$ cat src/rtl/mem_copy_initiator.sv
// mem_copy_initiator: copies a byte block through a start/done memory port.
// Define COPY_TIMEOUT_EN to abort a stalled transaction after TIMEOUT_CYCLES.
module mem_copy_initiator #(
   parameter int unsigned TIMEOUT_CYCLES = 64
) (
   input  logic       clk,
   input  logic       rst,
   input  logic       cmd_valid,
   output logic       cmd_ready,
   input  logic [7:0] cmd_src,
   input  logic [7:0] cmd_dst,
   input  logic [7:0] cmd_len,
   output logic       busy,
   output logic       copy_done,
   output logic [7:0] copied,
   output logic       err,
   output logic       mem_start,
   output logic [1:0] mem_op,
   output logic [7:0] mem_addr,
   output logic [7:0] mem_wdata,
   input  logic       mem_done,
   input  logic [7:0] mem_rdata
);

   typedef enum logic [2:0] {
      IDLE, RD_REQ, RD_WAIT, WR_REQ, WR_WAIT, FINISH
   } state_e;

   localparam logic [1:0] OpRd = 2'b01;
   localparam logic [1:0] OpWr = 2'b00;

   state_e     state_q;
   logic       cmd_ready_q;
   logic       busy_q;
   logic       copy_done_q;
   logic [7:0] copied_q;
   logic       mem_start_q;
   logic [1:0] mem_op_q;
   logic [7:0] mem_addr_q;
   logic [7:0] mem_wdata_q;
   logic [7:0] src_q;
   logic [7:0] dst_q;
   logic [7:0] rem_q;
   logic [7:0] src_d;
   logic       tmo;

   assign src_d = src_q + 8'd1;

`ifdef COPY_TIMEOUT_EN
   localparam int CW = $clog2(TIMEOUT_CYCLES + 1);

   logic [CW-1:0] wcnt_q;
   logic          err_q;
   logic          waiting;

   assign waiting = (state_q == RD_WAIT) || (state_q == WR_WAIT);
   assign tmo     = (wcnt_q == CW'(TIMEOUT_CYCLES - 1));
   assign err     = err_q;

   // Counter is zero outside wait states, so every REQ restarts it.
   always_ff @(posedge clk or posedge rst) begin
      if (rst) begin
         wcnt_q <= '0;
         err_q  <= 1'b0;
      end else begin
         if (waiting) wcnt_q <= wcnt_q + CW'(1);
         else         wcnt_q <= '0;
         if (state_q == IDLE && cmd_valid) err_q <= 1'b0;
         else if (waiting && !mem_done && tmo) err_q <= 1'b1;
      end
   end
`else
   assign tmo = 1'b0;
   // keeps the parameter referenced when the watchdog is compiled out
   assign err = 1'b0 & (TIMEOUT_CYCLES == 0);
`endif

   always_ff @(posedge clk or posedge rst) begin
      if (rst) begin
         state_q     <= IDLE;
         cmd_ready_q <= 1'b1;
         busy_q      <= 1'b0;
         copy_done_q <= 1'b0;
         copied_q    <= 8'd0;
         mem_start_q <= 1'b0;
         mem_op_q    <= OpRd;
         mem_addr_q  <= 8'd0;
         mem_wdata_q <= 8'd0;
         src_q       <= 8'd0;
         dst_q       <= 8'd0;
         rem_q       <= 8'd0;
      end else begin
         mem_start_q <= 1'b0;
         copy_done_q <= 1'b0;
         unique case (state_q)
            IDLE: begin
               if (cmd_valid) begin
                  src_q       <= cmd_src;
                  dst_q       <= cmd_dst;
                  rem_q       <= cmd_len;
                  copied_q    <= 8'd0;
                  cmd_ready_q <= 1'b0;
                  busy_q      <= 1'b1;
                  if (cmd_len == 8'd0) begin
                     state_q     <= FINISH;
                     copy_done_q <= 1'b1;
                  end else begin
                     state_q     <= RD_REQ;
                     mem_start_q <= 1'b1;
                     mem_op_q    <= OpRd;
                     mem_addr_q  <= cmd_src;
                  end
               end
            end
            RD_REQ: state_q <= RD_WAIT;
            RD_WAIT: begin
               if (mem_done) begin
                  state_q     <= WR_REQ;
                  mem_start_q <= 1'b1;
                  mem_op_q    <= OpWr;
                  mem_addr_q  <= dst_q;
                  mem_wdata_q <= mem_rdata;
               end else if (tmo) begin
                  state_q     <= FINISH;
                  copy_done_q <= 1'b1;
               end
            end
            WR_REQ: state_q <= WR_WAIT;
            WR_WAIT: begin
               if (mem_done) begin
                  src_q    <= src_d;
                  dst_q    <= dst_q + 8'd1;
                  copied_q <= copied_q + 8'd1;
                  rem_q    <= rem_q - 8'd1;
                  if (rem_q == 8'd1) begin
                     state_q     <= FINISH;
                     copy_done_q <= 1'b1;
                  end else begin
                     state_q     <= RD_REQ;
                     mem_start_q <= 1'b1;
                     mem_op_q    <= OpRd;
                     mem_addr_q  <= src_d;
                  end
               end else if (tmo) begin
                  state_q     <= FINISH;
                  copy_done_q <= 1'b1;
               end
            end
            FINISH: begin
               state_q     <= IDLE;
               cmd_ready_q <= 1'b1;
               busy_q      <= 1'b0;
            end
            default: begin
               state_q     <= IDLE;
               cmd_ready_q <= 1'b1;
               busy_q      <= 1'b0;
            end
         endcase
      end
   end

   assign cmd_ready = cmd_ready_q;
   assign busy      = busy_q;
   assign copy_done = copy_done_q;
   assign copied    = copied_q;
   assign mem_start = mem_start_q;
   assign mem_op    = mem_op_q;
   assign mem_addr  = mem_addr_q;
   assign mem_wdata = mem_wdata_q;

endmodule

$ cat config.mk
export PLATFORM = sky130hd
export DESIGN_NAME = mem_copy_initiator
export DESIGN_NICKNAME = d
export VERILOG_FILES = /design/src/rtl/mem_copy_initiator.sv
export SDC_FILE = /design/constraint.sdc
export NUM_CORES = 1
export LEC_CHECK = 0
export CORE_UTILIZATION = 44
export CTS_BUF_LIST = sky130_fd_sc_hd__clkbuf_8 sky130_fd_sc_hd__clkbuf_16
export CTS_CLUSTER_DIAMETER = 50
export DETAILED_ROUTE_END_ITERATION = 8
export MAX_ROUTING_LAYER = met4
export PLACE_DENSITY = 0.68
export SETUP_SLACK_MARGIN = 0.02
export SYNTH_ARGS = -nofsm -noshare
export SYNTH_HDL_FRONTEND = slang
export SYNTH_SLANG_ARGS = --single-unit
$ cat constraint.sdc
create_clock -name clk -period 3.9 [get_ports clk]
set_clock_uncertainty 0.15 [all_clocks]
set_input_delay 0.39 -clock clk [delete_from_list [all_inputs] [get_ports clk]]
set_output_delay 0.39 -clock clk [all_outputs]
set_load 0.02 [all_outputs]
==> impl_results.md <==
* Status: complete, no violations
* Worst vdd ir at 0.0003366 V
* Max-cap violations at 0
* Dpl hpwl at 5012 um
* Fin Hold WS at 0.3186 ns
* Initial antenna violation count at 0
* Gr usage total at 0.2053
* Multi-input logic area at 1582 um^2
* Clock power share at 0.127
* Ys async rst share at 1.000
* Leading area contributor after synthesis: dfrtp_1
* GPL Wtd Cong at 0.8250
* Max Transition Viols Final at 0
* CTS clk-pin slew, worst paths at 0.10 ns
* Max Clk Rate at 0.3669 GHz
* Crit path max fanout at 38
* Cell area after synthesis at 3110 um^2
* Gr ovfl total at 0
* Yosys reg bits at 56
* Top cell type's share of synthesized area at 0.4344
* Worst EP arrival at 2.77 ns
* Wirelength per Cell at 14.73 um
* Area grow syn2layout at 27.03%
* Starting Density at 0.4578
* EDFF count, synth at 0
* Via count at 2679
* Row cnt at 30
* Final ANT Viol Nets at 0
* Die Y at 86.08 um
* Sequential power share at 0.385
* Combinational Power Share at 0.488
* Post-CTS setup buffer count at 0
* Post_cts resized at 0
* Worst-Margin Slew at 0.9147 ns
* Iteration-0 DRC Markers at 156
* CTS Hold Bufs at 0
* Top_reg_cell synth: dfrtp_1
* Largest net degree at the start of global routing at 39
* Latest clock arrival within the worst-skew pair at 0.30 ns
* Int Power at 1.719 mW
* TritonCTS buffer count at 5
* Synth warnings at 0
* Cell with the most instances after synthesis: dfrtp_1
* Final Hold Viols at 0
* Post-Route WL at 7117 um
* Top cells by count, synth: 54 x dfrtp_1, 31 x o21ai_0, 28 x nand2_1, 25 x nor2_1, 19 x clkbuf_1
* ANT cells at 0
* Leak at 1.587 nW
* Layout cells sized above 1 at 0.1059
* Sw Ratio at 0.4117
* Worst Hold Class: reg -> reg
* Routed vias/inst at 5.547
* Critical Path Sink Type: flip-flop
* CTS tree: done
* Min Tclk post-route at 2.725 ns
* Worst EP required at 3.94 ns
* Worst Setup Start Kind: flip-flop
* Sequential area share after synthesis at 0.4513
* Die ar. at 7410 um^2
* Post-synthesis cell type count at 52
* Clock Tree Root: clkbuf_8
* Syn Inst Count at 330
* Drt pass-1 iters at 4
* Net Switching at 1.203 mW
* Setup TNS at 0 ns
* IO Pins at 67
* PwrDens at 739.5 nW/um^2
* RSZ-0062 raised after global routing: no
* Setup violations, final at 0
* Core area at 6794 um^2
* Final worst-path cycle share at 0.6988
* Synth top area cells: dfrtp_1 43%, mux2_2 5.4%, o21ai_0 5.0%, nand2_1 3.4%, nor2_1 3.0%
* # nets final at 427
* DRC at 0
* Port Buf Inserts at 64
* Vias in the first global route at 2420
* Die width at 86.08 um
* # fillers at 614
* First-pass GRT wire length at 11670 um
* Worst relative slew slack at 0.3895
* FF+latch area at 1404 um^2
* Syn_area_per_cell at 9.426 um^2
* Htree depth at 2
* Crit Path Category: reg -> reg
* Clk sinks at 56
* Clock tree buffer depth at 2
flip-flops by register name, indices dropped and copies added, names as in the netlist, 3 cells and up:
name	count
dst_q	8
mem_wdata	8
copied	8
src_q	8
mem_addr	8
state_q	3
rem_q	8
power groups by stage:
stage	combinational (mW)	sequential (mW)	clock [mW]
finish	1.43	1.12	0.371
global placement	1.41	1.12	0
CTS	1.43	1.12	0.381
detailed placement	1.43	1.13	0
global route	1.56	1.17	0.408
floorplan	0.899	1.15	0
worst max-delay path: stages (launching register included):
cell	delay [ns]
dfrtp_1	0.74
or3b_2	0.83
o2111ai_4	0.50
mux2_2	0.39
per-layer routing:
metal	up-vias	routed length (um)	global-route usage
met5	-	0	-
li1	1310	-	-
met2	83	3200	0.3211
met3	4	346	0.03561
met1	1282	3505	0.2753
met4	0	65	0.05758
final timing paths:
| path | depth (start not counted) | from | slack, ns | end |
|---|---|---|---|---|
| max | 3 | state_q[2]$_DFFE_PP0P_ | 1.17 | mem_addr[3]$_DFFE_PP0P_ |
| min | 2 | cmd_ready$_DFFE_PP1P_ | 0.32 | cmd_ready$_DFFE_PP1P_ |
| max reg2reg | 3 | state_q[2]$_DFFE_PP0P_ | 1.17 | mem_addr[3]$_DFFE_PP0P_ |
| min reg2reg | 2 | cmd_ready$_DFFE_PP1P_ | 0.32 | cmd_ready$_DFFE_PP1P_ |
| max in group asynchronous | 3 | rst | 2.52 | mem_op[0]$_DFFE_PP1P_ |
| min in group asynchronous | 2 | rst | 0.37 | copied[7]$_DFFE_PP0P_ |
kinds of logic after synthesis:
kind of cell / count (synthesis) / share of synthesized area
simple gates: 113 / 0.1931
compound gates: 92 / 0.1967
flops: 56 / 0.4513
buf+inv: 35 / 0.04545
mux: 18 / 0.06396
xor+xnor: 10 / 0.02816
fa+ha+maj: 5 / 0.02011
other cells: 1 / 0.001206
cell usage in the layout, fill, tap and decap left out, types with 6 or more instances in the layout:
master,instances
and2_1,6
nor3b_1,7
nand2_1,28
a21oi_1,18
xnor2_1,10
clkdlybuf4s50_1,64
buf_4,7
mux2_2,15
or4_1,6
dfrtp_1,54
inv_1,12
nor2_1,25
o21ai_0,31
nand3_1,15
area by class of cell:
cell class / instances / share of cell area
sequential: 56 / 0.3553
tap: 96 / 0.03040
timing repair buffer: 71 / 0.1754
multi-input combinational: 240 / 0.4003
clock buffer: 5 / 0.01742
inverter: 12 / 0.01140
clock inverter: 3 / 0.009816
through the flow:
step / utilization / worst slack [ns] / cells / instance area (um^2) / power (mW)
2_1_floorplan: - / 1.468 / 331 / 3114 / 2.048
3_3_place_gp: 0.5657 / 1.074 / 475 / 3844 / 2.529
3_5_place_dp: 0.5657 / 1.038 / 475 / 3844 / 2.561
4_1_cts: 0.5816 / 1.165 / 483 / 3951 / 2.933
5_1_grt: 0.5816 / 1.044 / 483 / 3951 / 3.137
6_report: 0.5816 / 1.175 / 483 / 3951 / 2.922
Power figures use the tool's default switching activity.
